$ cat config.mk
export PLATFORM = sky130hd
export DESIGN_NAME = muldiv_sched
export DESIGN_NICKNAME = d
export VERILOG_FILES = /design/src/rtl/muldiv_sched_pkg.sv /design/src/rtl/muldiv_sched_watchdog.sv /design/src/rtl/muldiv_sched.sv
export SDC_FILE = /design/constraint.sdc
export NUM_CORES = 1
export LEC_CHECK = 0
export BUFFER_PORTS_ARGS = -buffer_cell sky130_fd_sc_hd__buf_4
export CAP_MARGIN = 10
export CORE_MARGIN = 2
export CORE_UTILIZATION = 47
export DETAILED_ROUTE_END_ITERATION = 10
export GPL_ROUTABILITY_DRIVEN = 1
export GPL_TIMING_DRIVEN = 0
export PLACE_DENSITY_LB_ADDON = 0.25
export SLEW_MARGIN = 20
export SYNTH_ARGS = -nofsm -noshare
export SYNTH_HDL_FRONTEND = slang
export SYNTH_HIERARCHICAL = 1
export SYNTH_SLANG_ARGS = --single-unit
$ cat constraint.sdc
create_clock -name clk -period 2.5 [get_ports clk]
set_clock_uncertainty 0.05 [all_clocks]
set_input_delay 0.125 -clock clk [delete_from_list [all_inputs] [get_ports clk]]
set_output_delay 0.125 -clock clk [all_outputs]
set_load 0.02 [all_outputs]
$ cat src/rtl/muldiv_sched_pkg.sv
// Shared definitions for the HI/LO scheduler: op encodings, FSM states, data width.
package muldiv_sched_pkg;

  localparam int W_DATA = 32;

  typedef enum logic [2:0] {
    MD_MULT  = 3'd0,
    MD_MULTU = 3'd1,
    MD_DIV   = 3'd2,
    MD_DIVU  = 3'd3,
    MD_MTHI  = 3'd4,
    MD_MTLO  = 3'd5,
    MD_MFHI  = 3'd6,
    MD_MFLO  = 3'd7
  } md_op_e;

  typedef enum logic [1:0] {
    ST_IDLE   = 2'd0,
    ST_LAUNCH = 2'd1,
    ST_BUSY   = 2'd2
  } md_state_e;

  // Ops that occupy the iterative core (as opposed to plain HI/LO moves).
  function automatic logic is_unit_op(input md_op_e op);
    return (op == MD_MULT) || (op == MD_MULTU) || (op == MD_DIV) || (op == MD_DIVU);
  endfunction

endpackage

$ cat src/rtl/muldiv_sched_watchdog.sv
// Busy-cycle watchdog: counts consecutive waiting cycles and raises a sticky error.
module md_watchdog #(
  parameter int TIMEOUT = 80
) (
  input  logic clk,
  input  logic rst,
  input  logic busy_cycle,
  output logic expire,
  output logic wdog_err
);

  localparam int CW = $clog2(TIMEOUT + 1);

  logic [CW-1:0] cnt;

  // Fires in the TIMEOUT-th consecutive waiting cycle.
  assign expire = busy_cycle && (cnt == CW'(TIMEOUT - 1));

  // NOTE: state registers use non-blocking assignments so every flop samples pre-edge values.
  always_ff @(posedge clk) begin
    if (rst) begin
      cnt      <= '0;
      wdog_err <= 1'b0;
    end else begin
      if (expire) wdog_err <= 1'b1;
      cnt <= (busy_cycle && !expire) ? cnt + CW'(1) : '0;
    end
  end

endmodule

$ cat src/rtl/muldiv_sched.sv
// HI/LO owner and launch scheduler for the iterative multiply/divide core.
module muldiv_sched
  import muldiv_sched_pkg::*;
#(
  parameter int TIMEOUT = 80
) (
  input  logic              clk,
  input  logic              rst,
  input  logic              req_valid,
  input  logic [2:0]        req_op,
  input  logic [W_DATA-1:0] req_a,
  input  logic [W_DATA-1:0] req_b,
  input  logic              pipe_stall,
  input  logic              flush,
  output logic              req_stall,
  output logic [W_DATA-1:0] rd_data,
  output logic              unit_start,
  output logic              unit_div,
  output logic              unit_sign,
  output logic [W_DATA-1:0] unit_a,
  output logic [W_DATA-1:0] unit_b,
  input  logic              unit_done,
  input  logic [W_DATA-1:0] unit_hi,
  input  logic [W_DATA-1:0] unit_lo,
  output logic [W_DATA-1:0] hi,
  output logic [W_DATA-1:0] lo,
  output logic              busy,
  output logic              wdog_err
);

  md_state_e state, state_nx;
  md_op_e    op;
  logic      fire, accept, commit, expire;

  assign op         = md_op_e'(req_op);
  assign req_stall  = req_valid && (state != ST_IDLE);
  assign fire       = req_valid && !pipe_stall && !flush && !req_stall;
  assign unit_start = (state == ST_LAUNCH);
  assign busy       = (state != ST_IDLE);

  md_watchdog #(.TIMEOUT(TIMEOUT)) u_wdog (
    .clk        (clk),
    .rst        (rst),
    .busy_cycle ((state == ST_BUSY) && !unit_done),
    .expire     (expire),
    .wdog_err   (wdog_err)
  );

  // NOTE: every combinational output gets a default first so no path can infer a latch.
  always_comb begin
    state_nx = state;
    accept   = 1'b0;
    commit   = 1'b0;
    unique case (state)
      ST_IDLE: begin
        if (fire && is_unit_op(op)) begin
          accept   = 1'b1;
          state_nx = ST_LAUNCH;
        end
      end
      ST_LAUNCH: state_nx = ST_BUSY;
      ST_BUSY: begin
        // A completion in the expiry cycle still wins: the result is real.
        if (unit_done) begin
          commit   = 1'b1;
          state_nx = ST_IDLE;
        end else if (expire) begin
          state_nx = ST_IDLE;
        end
      end
      default: state_nx = ST_IDLE;
    endcase
  end

  // Reads are served only from IDLE; while busy the requester is stalled anyway.
  always_comb begin
    rd_data = '0;
    if (state == ST_IDLE) begin
      if (op == MD_MFHI) rd_data = hi;
      else if (op == MD_MFLO) rd_data = lo;
    end
  end

  always_ff @(posedge clk) begin
    if (rst) begin
      state     <= ST_IDLE;
      hi        <= '0;
      lo        <= '0;
      unit_a    <= '0;
      unit_b    <= '0;
      unit_div  <= 1'b0;
      unit_sign <= 1'b0;
    end else begin
      state <= state_nx;
      if (accept) begin
        unit_a    <= req_a;
        unit_b    <= req_b;
        unit_div  <= (op == MD_DIV) || (op == MD_DIVU);
        unit_sign <= (op == MD_MULT) || (op == MD_DIV);
      end
      // Commit and moves are exclusive: moves only fire from IDLE.
      if (commit) begin
        hi <= unit_hi;
        lo <= unit_lo;
      end else if (fire) begin
        if (op == MD_MTHI) hi <= req_a;
        if (op == MD_MTLO) lo <= req_a;
      end
    end
  end

endmodule

### Yosys cells after proc, flatten, opt, wreduce, memory -nomap -nowiden

Index checks and enable logic that the tools add are counted.

| cells by class | value |
|---|---|
| add/sub/neg operators | 1 |
| eq/ne operators | 12 |
| mux-type cells | 17 |
| bitwise gates (word level) | 1 |
| reductions and logical operators | 28 |

Operators with widths:

| cell | number |
|---|---|
| 32-bit two-way mux | 9 |
| 3-bit equality test (second input constant) | 4 |
| 1-bit logical AND | 8 |
| 2-bit nonzero test | 4 |
| 7-bit by 1-bit adder with 7-bit output (second input constant) | 1 |
| 7-bit equality test (second input constant) | 1 |
| 3-bit by 2-bit equality test with 1-bit output (second input constant) | 2 |
| 2-bit two-way mux | 3 |
| 2-bit case mux with 3 select lines | 1 |
| 2-bit AND reduction | 3 |
| 1-bit logical NOT | 5 |
| 1-bit logical OR | 5 |
| 1-bit two-way mux | 4 |
| 3-bit by 1-bit equality test with 1-bit output (second input constant) | 1 |
| 3-bit logical NOT | 1 |
| 3-bit by 2-bit inequality test with 1-bit output (second input constant) | 1 |
| 2-bit by 1-bit equality test with 1-bit output (second input constant) | 1 |
| 2-bit equality test (second input constant) | 1 |
| 2-bit logical NOT | 1 |
| 2-bit inequality test (second input constant) | 1 |
| 2-bit OR reduction | 1 |
| 1-bit inverter | 1 |

| word-level totals | value |
|---|---|
| bits in registers | 140 |
| output and inout port bits | 166 |

### Longest topological paths before layout

| depth | value |
|---|---|
| depth in word-level cells | 7 |
| mapped depth | 5 |
| depth with buffers taken out | 5 |

### By module

The synthesis kept the hierarchy.

By module, submodules not included:

| module | instances | cells each | area each (um2) | sequential area each (um2) |
|---|---|---|---|---|
| muldiv_sched | 1 | 764 | 6,090.8 | 2,642.5 |
| md_watchdog | 1 | 35 | 335.3 | 160.2 |

### Worst setup path before layout

OpenSTA, ideal clock, no wires.

| timing path | value |
|---|---|
| kind | register to register |
| from | reg state[1] |
| to | reg hi[1] |
| setup time | 0.138 ns |
| data arrival time | 1.641 ns |
| setup slack | 0.671 ns |
| cell stages (with the launch flop) | 6 |
| path through | dfxtp_1 -> or4b_1 -> clkbuf_1 -> clkbuf_1 -> nor4_1 -> a2111oi_2 |

| between the ends | value |
|---|---|
| longest elaborated chain between the ends | 6 |

Ends and longest elaborated chain:

| what | RTL line | RTL |
|---|---|---|
| from (decl) | muldiv_sched.sv:31 | `md_state_e state, state_nx;` |
| from (signal assigned) | muldiv_sched.sv:94 | `state <= state_nx;` |
| 2-bit nonzero test | muldiv_sched.sv:36 | `assign req_stall = req_valid && (state != ST_IDLE);` |
| 1-bit logical AND | muldiv_sched.sv:36 |  |
| 1-bit logical NOT | muldiv_sched.sv:37 | `assign fire = req_valid && !pipe_stall && !flush && !req_stall;` |
| 1-bit logical AND | muldiv_sched.sv:37 |  |
| 2-bit nonzero test (no line) | - |  |
| 2-bit AND reduction (no line) | - |  |
| to (signal assigned) | muldiv_sched.sv:103 | `hi <= unit_hi;` |
| to (signal assigned) | muldiv_sched.sv:106 | `if (op == MD_MTHI) hi <= req_a;` |
| to (decl) | muldiv_sched.sv:25 | `output logic [W_DATA-1:0] hi,` |

Several ways; a longest one is shown, not always the timed one.
A chain may end at the register's enable or synchronous reset.

### Worst setup path in the final report

| timing path | value |
|---|---|
| from | in req_op[1] |
| to | out rd_data[4] |

| between the ends | value |
|---|---|
| longest elaborated chain between the ends | 4 |

Ends and longest elaborated chain:

| what | RTL line | RTL |
|---|---|---|
| from (decl) | muldiv_sched.sv:10 | `input logic [2:0] req_op,` |
| 3-bit equality test | muldiv_sched.sv:80 | `else if (op == MD_MFLO) rd_data = lo;` |
| 32-bit two-way mux | muldiv_sched.sv:80 |  |
| 32-bit two-way mux (*) | muldiv_sched.sv:79 | `if (op == MD_MFHI) rd_data = hi;` |
| 32-bit two-way mux (*) | muldiv_sched.sv:78 | `if (state == ST_IDLE) begin` |
| to (decl) | muldiv_sched.sv:16 | `output logic [W_DATA-1:0] rd_data,` |

Every way passes the cells marked *; elsewhere a longest branch is shown, timed or not.

==> results list <==
- The run finished with clean final reports.
- Crit path required time: approximately 2.3 ns
- Derived from the worst setup path, the maximum achievable clock frequency is about 0.42 GHz.
- Number of design rule violations left after detail routing: 0
- The cell area that synthesis handed to floorplanning was 6430 µm².
- Using the TritonRoute via totals, the vias-per-cell ratio works out to around 6.2.
* Clock power frac: 0.461
* Termination of the worst setup path: rd_data[4]
- Most frequent standard cell in the layout excluding fill and tap cells: buf_4
- In this run the worst setup path begins at req_op[1].
- In this run the deepest clock path goes through 2 buffers.
- Critical path cell sequence: dlygate4sd3_1 -> buf_4 -> and3b_1 -> clkbuf_1 -> clkbuf_1 -> a22oi_1 -> nor2_1 -> buf_4
- After synthesis, the largest family of logic cells by area is compound AO/OA/AOI/OAI gates.
- In this run the worst hold path is classified as in -> reg.
- Fraction of power consumed by combinational cells: 0.138
- 1st-iter DRT viols: 1,042
- TritonCTS built the clock tree.
- Clock tree root driver cell: clkbuf_16
* Count of warnings emitted by yosys: 6
- Launching element type of the critical path: input pin
* Residual antenna-violating net count after detailed routing: 0
- Router iterations before antenna repair: 6
- Register share of total power: 0.402
* Simple-gate share of the synthesized area: 0.241
- Across the run, the number of max-cap violations was 0.
* Global Route met2 Usage: 0.659
- Clock latency on the worst-skew pair: around 0.42 ns
- Switching share of power: 0.242
- Filler instances: 854
- Synthesis produced a netlist with a net count of 937.
- The floorplan step defined a die boundary enclosing ~15,000 µm².
- For met1 alone, demand over resource in global routing was 0.457.
- FF-to-FF path depth: 5
- CP max stage delay: 0.53 ns
- Number of buffers created by CTS: 17
* Crit path capture type: primary output
- Crit Path Max Fanout: 10
- Critical path class: in -> out
* Multiplexer share of the synthesized area: 0
* Wire length per cell: 21.1 µm
- Tcrit/Tclk final: 0.957
- Die width: around 120 µm
* End of the worst register-to-register path: hi[16]
- The initial antenna violation count was 0.
* Cell internal power dissipation: 4370 µW
- Slack of the worst reg-to-reg path: 0.19 ns
- Number of hold-slack violations in the final timing report: 0
- Worst path slowest cell: dlygate4sd3_1
- Average cell area after synthesis: 8.04 µm²
* Final setup violation count: 0
* Share of cells above drive strength 1: 0.289
- The worst path in the final design needs a cycle of 2.39 ns, including I/O delays and setup.
- Gate Count Post-Synth: between 700 and 800
* Share of the yosys chip area belonging to registers: 0.436
- After layout, the worst setup slack is 0.108 ns.
* Maximum ir drop on the vdd rail: 466 µV
* Total power density per cell area: 533 nW/µm²
- From bottom edge to top edge, the die measures 121 µm.
* Signal arrival time at the worst endpoint: 2.22 ns
- The final route contains roughly 8,900 vias.
* Most frequent cells in the layout: buf_4 (302), nor2_1 (167), dfxtp_1 (140)
* Unrepaired setup endpoints after global routing: no
- H-Tree Depth: 4
* Antenna fix cells: 0
- Total global routing overflow: 0
- Maximum number of pins on one net before global-route repair: 17
* Number of register bits inferred by synthesis: 140
* Final net count: roughly 1,400
- Compound-Gate Fraction of Synth Area: 0.255
- For this block, the routed nets add up to between 30,000 and 40,000 µm of wire.
- RD Place Congestion: a little over 0.9
* Layout Area Growth over Synthesis: 68.3%
- After synthesis, the netlist uses 43 different library cells.
* Synth Area in Adders: 0.00195
- Input/output buffers: 302
* Busiest layer in global routing: met2
* Setup total negative slack: 0 ns
* Synth Area in XOR/XNOR: 0.00409
* Setup slack after placement: 0.233 ns
- Static power due to leakage: roughly 0.0044 µW
- For met3 alone, demand over resource in global routing was 0.0912.
* Final count of pins violating max slew: 0
- Row generation in the floorplan step produced 42 rows.
- Clk sink count: 140
- # Post-CTS Setup Buffers: 0
- Gr usage total: 0.397
- CTS clk-pin slew, worst paths: 0.06 ns
* Starting density of the core: 0.483
- Slew at the pin with the worst max-slew slack: 1.02 ns
* Start of the worst register-to-register path: state[1]
- After floorplanning, the core was sized to cover 13,300 µm².
- Detailed placement finished with a half-perimeter wire length of 19,000 µm.
- Final core utilization: 0.813
- The analysis attributes to net switching a power of 1390 µW.
* Count of boundary I/O pins: 303
- Worst slew margin relative to its limit: 0.307
- Number of global-route vias before repair: 8,670
- Global-route wire length before repair: 45,300 µm
[cells in the mapped netlist, drive strengths merged]
cell type    n  share of area
o21ba        2         0.0031
a2111oi     64           0.11
inv          2         0.0012
nand4b       1         0.0014
nand2b       2         0.0019
or4b         3         0.0047
a21oi       68          0.053
nand3       67          0.053
clkbuf      75          0.044
o21ai       66          0.051
ha           1         0.0019
or2          2         0.0023
nor4        64          0.062
dfxtp      140           0.44
and3b        2         0.0027
xor2         1         0.0014
xnor2        2         0.0027
and4         1         0.0014
o31ai        1         0.0012
nand4bb      1         0.0018
buf         20          0.017
nor4b        1         0.0014
and2         1        0.00097
nor2b        3         0.0029
or3          1        0.00097
a31o         1         0.0014
nor3         2         0.0016
a22oi       32          0.037
and3         2         0.0021
nand2        1        0.00058
nor2       168          0.098
a311oi       1         0.0014
nand3b       1         0.0012
[state kept, by name, indices dropped and copies added (netlist names)]
| name | flops |
|---|---|
| unit_div | 1 |
| unit_a | 32 |
| u_wdog/wdog_err | 1 |
| unit_b | 32 |
| lo | 32 |
| unit_sign | 1 |
| state | 2 |
| hi | 32 |
| u_wdog/cnt | 7 |
[power groups by stage]
stage | clock network (µW) | registers (µW) | logic, µW
global route | 2750 | 2320 | 828
finish | 2660 | 2310 | 794
CTS | 2640 | 2310 | 763
floorplan | 0 | 2410 | 192
global placement | 0 | 2360 | 590
detailed placement | 0 | 2360 | 596
[final cells by class]
| type | instances | area [µm²] | area share |
|---|---|---|---|
| plain buffers | 94 | 394 | 0.0364 |
| clock buffers | 25 | 505 | 0.0467 |
| clock inverters | 6 | 108 | 0.00995 |
| inverters | 2 | 7.51 | 0.000694 |
| multi-input cells | 562 | 3230 | 0.299 |
| flip-flops and latches | 140 | 2800 | 0.259 |
| well taps | 176 | 220 | 0.0204 |
| repair buffers | 430 | 3550 | 0.328 |
[stage by stage]
stage	cells	cell area (µm²)	hold WS, ns	total power (µW)
3_5_place_dp	1277	8910	0.304	2960
2_1_floorplan	799	6430	0.185	2600
5_1_grt	1435	10800	0.00875	5900
3_3_place_gp	1277	8910	0.300	2950
6_report	1435	10800	0.0176	5760
4_1_cts	1436	10800	0.00153	5710
[routing by layer]
layer  wire length (µm)  up-vias
met4               2220        0
met3               3120      197
li1                   -     3866
met2              14200      682
met5                  0        -
met1              10800     4124
[how the worst min path moves through the flow]
stage                     start         to  slack [ns]  cells after the start
floorplan             req_op[0]  unit_sign        0.18                      1
global placement      req_op[0]  unit_sign        0.30                      2
detailed placement    req_op[0]  unit_sign        0.30                      2
CTS                  unit_hi[2]      hi[2]       0.002                      3
global route         unit_hi[2]      hi[2]       0.009                      3
finish              unit_hi[19]     hi[19]        0.02                      3
[what timing repair did]
| action | in CTS | in global routing |
|---|---|---|
| endpoints found under the hold margin | 128 | 0 |
| gates resized for setup | 2 | 9 |
| pin swaps | 0 | 0 |
| setup endpoints to repair | 20 | 21 |
| hold buffers | 128 | 0 |
[worst max-delay path: cells and delay by family]
kind | cells | cell delay (ns)
buf+inv | 5 | 1.58
simple gates | 2 | 0.30
compound gates | 1 | 0.19
[kinds of logic (layout without fill, tap and decap cells)]
family,after synthesis,after routing
adder cells (fa/ha/maj),1,1
AO/OA/AOI/OAI,235,235
XOR/XNOR,3,3
buffers and inverters,97,557
flip-flops,140,140
AND/OR/NAND/NOR,323,323
(Power assumes the default switching activity.)
